--- src/rtl/stereo_pkg.sv ---
`default_nettype none
// ============================================================================
// Module      : stereo_pkg
// Description : Shared stereo-pipeline parameters and types (SAD stage and
//               disparity winner-take-all).
// Revision    : 1.0 - initial release
// ============================================================================
package stereo_pkg;

  // Cost width: a 3x3 window of 8-bit pixels sums to at most 2295
  localparam int SAD_W    = 12;
  localparam int MAX_DISP = 64;

  // Disparity index width; at least one bit even for a single candidate
  function automatic int disp_width(input int n);
    return (n > 1) ? $clog2(n) : 1;
  endfunction

  localparam int DISP_W = disp_width(MAX_DISP);

  typedef logic [SAD_W-1:0]  sad_t;
  typedef logic [DISP_W-1:0] disp_t;

endpackage
`default_nettype wire

--- src/rtl/wta_min_update.sv ---
`default_nettype none
// ============================================================================
// Module      : wta_min_update
// Description : Combinational running-minimum update for one candidate cost.
//               Strict less-than, so ties keep the lower disparity.
//               Second-best tracking only with DISP_WTA_CONF_EN.
// Revision    : 1.0 - initial release
// ============================================================================
module wta_min_update #(
  parameter int SAD_W  = 12,
  parameter int DISP_W = 6
`ifdef DISP_WTA_CONF_EN
  , parameter int MAX_DISP = 64
`endif
) (
`ifdef DISP_WTA_CONF_EN
  input  logic [SAD_W-1:0]  second,
  output logic [SAD_W-1:0]  next_second,
`endif
  input  logic [SAD_W-1:0]  best,
  input  logic [DISP_W-1:0] disp,
  input  logic [SAD_W-1:0]  cost,
  input  logic [DISP_W-1:0] cnt,
  input  logic              first,
  output logic [SAD_W-1:0]  next_best,
  output logic [DISP_W-1:0] next_disp
);

  // Candidate 0 restarts the search; later candidates win only if strictly lower
  always_comb begin
    next_best = best;
    next_disp = disp;
`ifdef DISP_WTA_CONF_EN
    next_second = second;
`endif
    if (first) begin
      next_best = cost;
      next_disp = '0;
`ifdef DISP_WTA_CONF_EN
      // A lone candidate has no runner-up, so confidence saturates
      next_second = (MAX_DISP > 1) ? cost : '1;
`endif
    end else if (cost < best) begin
      next_best = cost;
      next_disp = cnt;
`ifdef DISP_WTA_CONF_EN
      next_second = best;
`endif
    end
`ifdef DISP_WTA_CONF_EN
    else if (cost < second) begin
      next_second = cost;
    end
`endif
  end

endmodule
`default_nettype wire

--- src/rtl/disparity_wta.sv ---
`default_nettype none
// ============================================================================
// Module      : disparity_wta
// Description : Winner-take-all disparity selector. Consumes MAX_DISP SAD
//               costs per pixel and emits the winning disparity and its cost
//               through a valid/ready output register.
//               Optional macro DISP_WTA_CONF_EN adds conf_out (second - best).
// Revision    : 1.0 - initial release
// ============================================================================
module disparity_wta
  import stereo_pkg::disp_width;
#(
  parameter int SAD_W    = 12,
  parameter int MAX_DISP = 64
) (
  input  logic                            clk,
  input  logic                            rst_n,
  input  logic                            sad_valid,
  output logic                            sad_ready,
  input  logic [SAD_W-1:0]                sad_in,
  output logic                            out_valid,
  input  logic                            out_ready,
  output logic [disp_width(MAX_DISP)-1:0] disp_out,
`ifdef DISP_WTA_CONF_EN
  output logic [SAD_W-1:0]                conf_out,
`endif
  output logic [SAD_W-1:0]                min_sad_out
);

  localparam int DISP_W = disp_width(MAX_DISP);
  localparam logic [DISP_W-1:0] LAST_CNT = DISP_W'(MAX_DISP - 1);

  logic [DISP_W-1:0] cnt;
  logic [SAD_W-1:0]  best_sad;
  logic [DISP_W-1:0] best_disp;
  logic [SAD_W-1:0]  next_best;
  logic [DISP_W-1:0] next_disp;
  logic              first;
  logic              last;
  logic              in_xfer;

  assign first   = (cnt == '0);
  assign last    = (cnt == LAST_CNT);
  // Only the final candidate needs room in the output register
  assign sad_ready = !last || !out_valid || out_ready;
  assign in_xfer   = sad_valid && sad_ready;

`ifdef DISP_WTA_CONF_EN
  logic [SAD_W-1:0] second_sad;
  logic [SAD_W-1:0] next_second;
`endif

  wta_min_update #(
    .SAD_W    (SAD_W),
    .DISP_W   (DISP_W)
`ifdef DISP_WTA_CONF_EN
    , .MAX_DISP (MAX_DISP)
`endif
  ) u_min_update (
`ifdef DISP_WTA_CONF_EN
    .second      (second_sad),
    .next_second (next_second),
`endif
    .best        (best_sad),
    .disp        (best_disp),
    .cost        (sad_in),
    .cnt         (cnt),
    .first       (first),
    .next_best   (next_best),
    .next_disp   (next_disp)
  );

  // Candidate counter, search state and output register
  always_ff @(posedge clk or negedge rst_n) begin
    if (!rst_n) begin
      cnt         <= '0;
      best_sad    <= '0;
      best_disp   <= '0;
      out_valid   <= 1'b0;
      disp_out    <= '0;
      min_sad_out <= '0;
`ifdef DISP_WTA_CONF_EN
      second_sad  <= '0;
      conf_out    <= '0;
`endif
    end else begin
      if (in_xfer) begin
        cnt       <= last ? '0 : cnt + 1'b1;
        best_sad  <= next_best;
        best_disp <= next_disp;
`ifdef DISP_WTA_CONF_EN
        second_sad <= next_second;
`endif
      end
      // A new result overrides a same-cycle drain so out_valid stays high
      if (in_xfer && last) begin
        out_valid   <= 1'b1;
        disp_out    <= next_disp;
        min_sad_out <= next_best;
`ifdef DISP_WTA_CONF_EN
        conf_out    <= next_second - next_best;
`endif
      end else if (out_valid && out_ready) begin
        out_valid <= 1'b0;
      end
    end
  end

endmodule
`default_nettype wire

--- config.mk ---
export PLATFORM = sky130hd
export DESIGN_NAME = disparity_wta
export DESIGN_NICKNAME = d
export VERILOG_FILES = /design/src/rtl/stereo_pkg.sv /design/src/rtl/wta_min_update.sv /design/src/rtl/disparity_wta.sv
export SDC_FILE = /design/constraint.sdc
export NUM_CORES = 1
export LEC_CHECK = 0
export CAP_MARGIN = 20
export CELL_PAD_IN_SITES_DETAIL_PLACEMENT = 1
export CELL_PAD_IN_SITES_GLOBAL_PLACEMENT = 1
export CORE_ASPECT_RATIO = 2
export CORE_UTILIZATION = 40
export DETAILED_ROUTE_END_ITERATION = 6
export PLACE_DENSITY = 0.78
export SLEW_MARGIN = 20
export SYNTH_ARGS = -nofsm -noshare
export SYNTH_HDL_FRONTEND = slang
export SYNTH_SLANG_ARGS = --single-unit
--- constraint.sdc ---
create_clock -name clk -period 4.1 [get_ports clk]
set_input_delay 1.23 -clock clk [delete_from_list [all_inputs] [get_ports clk]]
set_output_delay 1.23 -clock clk [all_outputs]
set_load 0.05 [all_outputs]
==> impl_metrics.env, run 1 <==
export IMPL_status="complete, no violations"
export IMPL_drc=0
export IMPL_area_growth_pct=24.1
export IMPL_route_detailed_wl_per_inst_um=17.6
export IMPL_portBuffers=35
export IMPL_worstMarginPinSlew_ns=1.01
export IMPL_drtIter0Drc=23
export IMPL_synth_edff_count=0
export IMPL_yosysMostFrequentCell="dfrtp_1"
export IMPL_antenna_found_initial=0
export IMPL_finalWirelength_mm=5.31
export IMPL_tns_ns=0
export IMPL_syn_area_per_cell_um2=10.6
export IMPL_ys_top_cells_by_count="43 x dfrtp_1, 33 x nand2_1, 23 x nand3_1"
export IMPL_cts_tree="built"
export IMPL_rsz0062_at_grt="no"
export IMPL_cts_root_buf="clkbuf_8"
export IMPL_cts_buffers_inserted=5
export IMPL_skew_ns=0.00824
export IMPL_fin_nets=271
export IMPL_synth_seq_cells=43
export IMPL_grt_max_degree=44
export IMPL_synth_distinct_cells=37
export IMPL_finalHoldViolCount=0
export IMPL_relSlewSlack=0.324
export IMPL_synthCells=205
export IMPL_ant_nets=0
export IMPL_grt_pass1_wl_mm=8.69
export IMPL_r2r_start="best_sad[11]"
export IMPL_max_freq_mhz=294
export IMPL_cts_resized_gates=0
export IMPL_postCtsHoldBufs=0
export IMPL_vdd_ir_drop_max_v=0.000363
export IMPL_cts_buffer_depth=2
export IMPL_core_um2=5180
export IMPL_gp_congestion=0.761
export IMPL_seq_area_um2=1080
export IMPL_whs_ns=0.481
export IMPL_synthTopCellsByArea="dfrtp_1 50%, ha_1 7.5%, mux2_4 6.9%"
export IMPL_hpwl_mm=3.91
export IMPL_synth_warnings=0
export IMPL_drive_gt1_frac=0.111
export IMPL_via_per_inst=5.64
export IMPL_die_h_um=106
export IMPL_final_setup_viol_count=0
export IMPL_cap_viol_max_count=0
export IMPL_initial_core_util=0.418
export IMPL_num_antenna_cells=0
export IMPL_path_clk_slew_ns=0.09
export IMPL_post_synth_instance_area_um2=2170
export IMPL_hold_path_class="register to register"
export IMPL_drt_first_pass_iters=4
export IMPL_grt_usage=0.212
export IMPL_cp_start_kind="input pin"
export IMPL_cts_setup_buffers=0
export IMPL_crit_arrival_ns=3.59
export IMPL_fp_dieW_um=54.0
export IMPL_synthFlopType="dfrtp_1"
export IMPL_synth_async_reset_ratio=1.00
export IMPL_via_count=1697
export IMPL_clk_latency_ns=0.30
export IMPL_core_rowCount=37
export IMPL_pin_count=36
export IMPL_gr_total_overflow=0
export IMPL_cp_data_required_time_ns=4.29
export IMPL_critPathMaxFanout=10
export IMPL_finalCritPeriodShare=0.828
export IMPL_fillerInstances=593
export IMPL_htreeDepth=2
export IMPL_multi_input_area_um2=983
export IMPL_synth_top_cell_by_area="dfrtp_1"
export IMPL_synth_nets=234
export IMPL_cts_sinks=43
export IMPL_leakage_nw=1.26
export IMPL_critical_path_startpoint="sad_in[11]"
export IMPL_p_per_area_nw_per_um2=615
export IMPL_fin_crit_ns=3.40
export IMPL_path_class="input pin to register"
export IMPL_worstHoldStart="disp_out[3]"
export IMPL_grt_pass1_vias=1828
export IMPL_synth_top_area_share=0.497
export IMPL_cp_end_kind="register"
export IMPL_slew_violations=0
export IMPL_seq_area_frac_synth=0.497
export IMPL_die_area_um2=5730
==> kinds of logic (layout without fill, tap and decap cells) <==
group	count (synthesis)	in the layout	synth area share
AOI/OAI and AO/OA	34	34	0.121
xor gates and xnor gates	4	4	0.0162
and+or+nand+nor	76	76	0.162
buffers and inverters	23	61	0.0496
adders and majority gates	13	13	0.0751
muxes	12	12	0.0797
DFF	43	43	0.497
==> state kept, by name, indices dropped and copies added, names as in the netlist <==
signal,flops
best_disp,6
best_sad,12
min_sad_out,12
cnt,6
disp_out,6
out_valid,1
==> critical path: stages <==
cell and delay (ns):
clkdlybuf4s50_1 0.47, ha_1 0.36, a21oi_1 0.16, o21ai_0 0.16
a21oi_2 0.17, nand2_2 0.16, a21oi_4 0.32, buf_4 0.25
mux2_4 0.31
==> layer usage <==
metal,GRT usage,wire [µm],vias up
met3,0.0315,95,10
met2,0.397,3010,29
met4,0.0934,144,0
met1,0.211,2070,866
met5,0,0,-
li1,-,-,792
==> area by class of cell <==
| cell class | count | area share |
|---|---|---|
| clock buffer | 6 | 0.0270 |
| tap | 58 | 0.0270 |
| timing repair buffer | 39 | 0.139 |
| sequential | 43 | 0.400 |
| clock inverter | 2 | 0.0223 |
| inverter | 14 | 0.0195 |
| multi-input combinational | 139 | 0.366 |
==> report_power, final <==
| group | total [mW] | internal (mW) | switching (mW) |
|---|---|---|---|
| clock network | 0.398 | 0.244 | 0.154 |
| registers | 0.650 | 0.545 | 0.105 |
| logic | 0.607 | 0.270 | 0.338 |
==> stage by stage <==
step	cells	utilization	power (mW)	setup slack, ns	instance area, µm²
after floorplan	205	-	1.10	1.19	2170
after global placement	293	0.493	1.23	0.446	2560
after detailed placement	293	0.493	1.27	0.408	2560
after CTS	301	0.519	1.67	0.694	2690
after global routing	301	0.519	1.76	0.599	2690
final	301	0.519	1.66	0.704	2690
==> final timing paths <==
path / endpoint / slack (ns) / cells past startpoint
worst min-delay path: disp_out[3] / 0.48 / 2
worst max-delay path: best_sad[8] / 0.70 / 9
worst min register to register: disp_out[3] / 0.48 / 2
min in group asynchronous: min_sad_out[9] / 1.09 / 1
worst max register to register: best_sad[8] / 1.69 / 9
max in group asynchronous: min_sad_out[5] / 2.37 / 1
==> cell usage in the layout, fill, tap and decap left out, types with 7 or more instances in the layout <==
cell type / n
ha_1: 13
inv_1: 14
nand3_1: 23
mux2_4: 10
clkdlybuf4s50_1: 33
nand2_1: 33
o311ai_1: 7
dfrtp_1: 43
Note: power is estimated with default switching activity, not from simulation.
==> run 2: changes to the inputs <==
Clock period 4.1 ns to 3.4 ns, I/O delays scaled along.
==> impl_metrics.env, run 2 (synthesis results as in run 1) <==
export IMPL_cp_data_required_time_ns=3.58
export IMPL_cts_root_buf="clkbuf_8"
export IMPL_skew_ns=0.00570
export IMPL_antenna_found_initial=0
export IMPL_drive_gt1_frac=0.122
export IMPL_top_layer="met4"
export IMPL_grt_max_degree=44
export IMPL_core_rowCount=37
export IMPL_critPathMaxFanout=12
export IMPL_cts_sinks=43
export IMPL_clk_latency_ns=0.29
export IMPL_grt_pass1_vias=1818
export IMPL_pin_count=36
export IMPL_core_um2=5180
export IMPL_finalCritPeriodShare=0.868
export IMPL_grt_usage=0.212
export IMPL_wl_met2_mm=2.94
export IMPL_cts_tree="built"
export IMPL_p_int_mw=1.16
export IMPL_finalWirelength_mm=5.24
export IMPL_gr_total_overflow=0
export IMPL_hpwl_mm=3.87
export IMPL_path_clk_slew_ns=0.08
export IMPL_cap_viol_max_count=0
export IMPL_rsz0062_at_grt="no"
export IMPL_die_area_um2=5730
export IMPL_design_area_um2=2680
export IMPL_wl_met3_um=102
export IMPL_drtIter0Drc=29
export IMPL_fin_crit_ns=2.95
export IMPL_route_detailed_wl_per_inst_um=17.3
export IMPL_drc=0
export IMPL_final_setup_viol_count=0
export IMPL_via_count=1677
export IMPL_gp_congestion=0.765
export IMPL_placed_cell_area_um2=2600
export IMPL_layout_commonest_cell="dfrtp_1"
export IMPL_sw_frac_of_total=0.383
export IMPL_status="complete, no violations"
export IMPL_cp_end_kind="register"
export IMPL_tns_ns=0
export IMPL_area_growth_pct=23.7
export IMPL_htreeDepth=2
export IMPL_worstMarginPinSlew_ns=0.992
export IMPL_switching_power_mw=0.717
export IMPL_crit_arrival_ns=3.13
export IMPL_num_antenna_cells=0
export IMPL_met1Wirelength_mm=2.07
export IMPL_postCtsHoldBufs=0
export IMPL_relSlewSlack=0.339
export IMPL_leakage_nw=1.26
export IMPL_final_cell_mix="43 x dfrtp_1, 33 x nand2_1, 33 x clkdlybuf4s50_1, 23 x nand3_1, 14 x inv_1"
export IMPL_seqPwrFrac=0.416
export IMPL_cp_start_kind="input pin"
export IMPL_reg_top3="best_sad x12, min_sad_out x12"
export IMPL_fp_dieW_um=54.0
export IMPL_grt_pass1_wl_mm=8.83
export IMPL_cts_resized_gates=0
export IMPL_cts_setup_buffers=0
export IMPL_path_class="input pin to register"
export IMPL_power_share_clock=0.170
export IMPL_vdd_ir_drop_max_v=0.000340
export IMPL_fin_ws_ns=0.450
export IMPL_slew_violations=0
export IMPL_cts_buffer_depth=2
export IMPL_portBuffers=35
export IMPL_fin_nets=273
export IMPL_comb_power_share=0.414
export IMPL_cts_buffers_inserted=5
export IMPL_die_h_um=106
export IMPL_finalHoldViolCount=0
export IMPL_p_per_area_nw_per_um2=699
export IMPL_drt_first_pass_iters=4
export IMPL_via_per_inst=5.53
export IMPL_initial_core_util=0.418
export IMPL_pre_cts_slack_ns=0.129
export IMPL_hold_path_class="register to register"
export IMPL_ant_nets=0
export IMPL_max_freq_mhz=339
==> run 2: cell types whose count changed in the layout (fill, tap and decap cells not counted), sizes merged <==
cell | previous run | this run
clkbuf | 6 | 5
bufinv | 2 | 0
clkinv | 0 | 3
buf | 6 | 8
==> run 2: power groups by stage <==
stage | logic, mW | registers, mW | clock network, mW
after floorplan | 0.537 | 0.789 | 0
after global placement | 0.751 | 0.780 | 0
after detailed placement | 0.780 | 0.787 | 0
after CTS | 0.789 | 0.778 | 0.335
after global routing | 0.857 | 0.800 | 0.351
final | 0.775 | 0.779 | 0.319
==> run 2: path summary, 6_finish.rpt <==
check,from,depth (start not counted),end,slack (ns)
max,sad_in[1],8,best_sad[3],0.45
min,disp_out[2],2,disp_out[2],0.47
max reg2reg,best_sad[7],9,best_sad[3],1.23
min reg2reg,disp_out[2],2,disp_out[2],0.47
max in group asynchronous,rst_n,1,best_disp[4],1.90
min in group asynchronous,rst_n,1,min_sad_out[9],0.88
==> run 2: area by class of cell <==
type | count | area, µm²
Clock buffer | 5 | 68.8
Clock inverter | 3 | 15.0
Fill cell | 584 | 2500
Inverter | 14 | 52.6
Multi-Input combinational cell | 139 | 983
Sequential cell | 43 | 1080
Tap cell | 58 | 72.6
Timing Repair Buffer | 41 | 413
==> run 2: per-stage QoR <==
stage	hold WS (ns)	cells	util	total power [mW]
after floorplan	0.466	205	-	1.33
after global placement	0.455	295	0.501	1.53
after detailed placement	0.458	295	0.501	1.57
after CTS	0.477	303	0.517	1.90
after global routing	0.521	303	0.517	2.01
final	0.470	303	0.517	1.87
==> run 2: metal layers <==
| layer | track usage | vias to the layer above |
|---|---|---|
| met1 | 0.246 | 839 |
| met4 | 0.0971 | 0 |
| met3 | 0.0315 | 10 |
| li1 | - | 798 |
| met5 | 0 | - |
| met2 | 0.363 | 30 |
==> run 2: worst max-delay path: stages <==
cell and delay (ns):
clkdlybuf4s50_1 0.45, ha_1 0.30, a2111o_1 0.37, a21oi_2 0.15, nand2_2 0.15, a21oi_4 0.17
buf_12 0.17, mux2_1 0.34
==> run 3: changes to the inputs <==
Settings changed: CORE_UTILIZATION 40 to 30, CTS_CLUSTER_DIAMETER set to 60, GPL_TIMING_DRIVEN set to 1, PLACE_DENSITY 0.78 to 0.62.
==> impl_metrics.env, run 3 (synthesis results as in run 1) <==
export IMPL_ant_nets=0
export IMPL_core_um2=6940
export IMPL_core_rowCount=43
export IMPL_worstHoldStart="disp_out[5]"
export IMPL_cts_resized_gates=0
export IMPL_finalCritPeriodShare=0.902
export IMPL_hold_end="disp_out[5]"
export IMPL_portBuffers=35
export IMPL_tns_ns=0
export IMPL_final_core_util=0.402
export IMPL_comb_power_share=0.376
export IMPL_area_growth_pct=28.9
export IMPL_layout_cells_non_filler=337
export IMPL_cp_end_kind="register"
export IMPL_fin_crit_ns=3.07
export IMPL_whs_ns=0.473
export IMPL_reg2reg_depth=8
export IMPL_skew_ns=0.00429
export IMPL_antenna_found_initial=0
export IMPL_postCtsHoldBufs=0
export IMPL_max_freq_mhz=326
export IMPL_drc=0
export IMPL_reg_top3="best_sad x12, min_sad_out x12"
export IMPL_die_h_um=122
export IMPL_clk_latency_ns=0.29
export IMPL_grt_pass1_vias=1800
export IMPL_cp_data_required_time_ns=3.57
export IMPL_r2r_slack_ns=1.11
export IMPL_grt_usage=0.159
export IMPL_seqPwrFrac=0.389
export IMPL_place_inst=328
export IMPL_hold_depth=2
export IMPL_sw_frac_of_total=0.367
export IMPL_path_class="input pin to register"
export IMPL_p_int_mw=1.27
export IMPL_finalHoldViolCount=0
export IMPL_cts_root_buf="clkbuf_16"
export IMPL_cts_buffer_depth=2
export IMPL_hold_path_class="register to register"
export IMPL_drtIter0Drc=109
export IMPL_crit_arrival_ns=3.24
export IMPL_finalWirelength_mm=5.55
export IMPL_cts_sinks=43
export IMPL_fin_nets=275
export IMPL_vdd_ir_drop_max_v=0.000249
export IMPL_htreeDepth=2
export IMPL_via_count=1679
export IMPL_route_detailed_wl_per_inst_um=16.5
export IMPL_gr_total_overflow=0
export IMPL_grt_max_degree=44
export IMPL_r2r_start="best_sad[11]"
export IMPL_critPathMaxFanout=12
export IMPL_final_setup_viol_count=0
export IMPL_power_share_clock=0.235
export IMPL_fp_dieW_um=62.1
export IMPL_switching_power_mw=0.736
export IMPL_cts_setup_buffers=0
export IMPL_rsz0062_at_grt="no"
export IMPL_path_clk_slew_ns=0.06
export IMPL_layout_commonest_cell="dfrtp_1"
export IMPL_cp_start_kind="input pin"
export IMPL_via_per_inst=4.98
export IMPL_final_cell_mix="43 x dfrtp_1, 33 x nand2_1, 33 x clkdlybuf4s50_1, 23 x nand3_1, 14 x inv_1"
export IMPL_grt_pass1_wl_mm=9.00
export IMPL_status="complete, no violations"
export IMPL_drive_gt1_frac=0.130
export IMPL_drt_first_pass_iters=4
export IMPL_initial_core_util=0.312
export IMPL_hpwl_mm=3.90
export IMPL_pin_count=36
export IMPL_die_area_um2=7590
export IMPL_leakage_nw=1.30
export IMPL_worstMarginPinSlew_ns=0.548
export IMPL_r2r_end="best_sad[3]"
export IMPL_gp_congestion=0.732
export IMPL_p_total_mw=2.01
export IMPL_cts_buffers_inserted=5
export IMPL_num_antenna_cells=0
export IMPL_cts_tree="built"
export IMPL_p_per_area_nw_per_um2=718
export IMPL_slew_violations=0
export IMPL_cap_viol_max_count=0
export IMPL_relSlewSlack=0.634
## run 3: changes by cell type in the layout (fill, tap and decap cells not counted)
cell / previous run / this run
clkbuf_16: 0 / 5
buf_4: 5 / 7
clkbuf_8: 5 / 0
## run 3: through the flow
stage	area [µm²]	worst slack (ns)
after floorplan	2170	0.697
after global routing	2790	0.191
final	2790	0.333
after CTS	2770	0.290
after global placement	2630	0.0426
after detailed placement	2630	0.0167
## run 3: critical path, stage by stage
cell and delay, ns:
clkdlybuf4s50_1 0.45, ha_1 0.35, a21oi_1 0.16, o21ai_0 0.15, a21oi_2 0.16, nand2_2 0.09, a21oi_4 0.47, mux2_1 0.38
## run 3: routing by layer
layer | global-route usage | vias up | wire length (µm)
li1 | - | 801 | -
met2 | 0.326 | 21 | 3360
met5 | 0 | - | 0
met4 | 0.0785 | 0 | 127
met1 | 0.148 | 850 | 2000
met3 | 0.0225 | 7 | 67
## run 3: layout make-up
class                           instances  area (µm²)
Sequential cell                        43        1080
Tap cell                               90         113
Fill cell                             786        4150
Inverter                               14        52.6
Clock buffer                            5         125
Timing Repair Buffer                   43         428
Multi-Input combinational cell        139         983
Clock inverter                          3        15.0
## run 3: how the worst max path moves through the flow
stage                           from           to  slack [ns]  cells past startpoint
after floorplan            sad_in[1]  best_sad[0]        0.70                      7
after global routing       sad_in[1]  best_sad[3]        0.19                      7
final                     sad_in[11]  best_sad[3]        0.33                      8
after detailed placement   sad_in[1]  best_sad[3]        0.02                      7
after global placement     sad_in[1]  best_sad[3]        0.04                      7
after CTS                 sad_in[11]  best_sad[3]        0.29                      8
## run 3: power by group through the flow
stage	combinational [mW]	clock (mW)	sequential, mW
finish	0.754	0.471	0.781
floorplan	0.537	0	0.789
global placement	0.741	0	0.785
CTS	0.771	0.486	0.783
global route	0.842	0.501	0.799
detailed placement	0.764	0	0.786
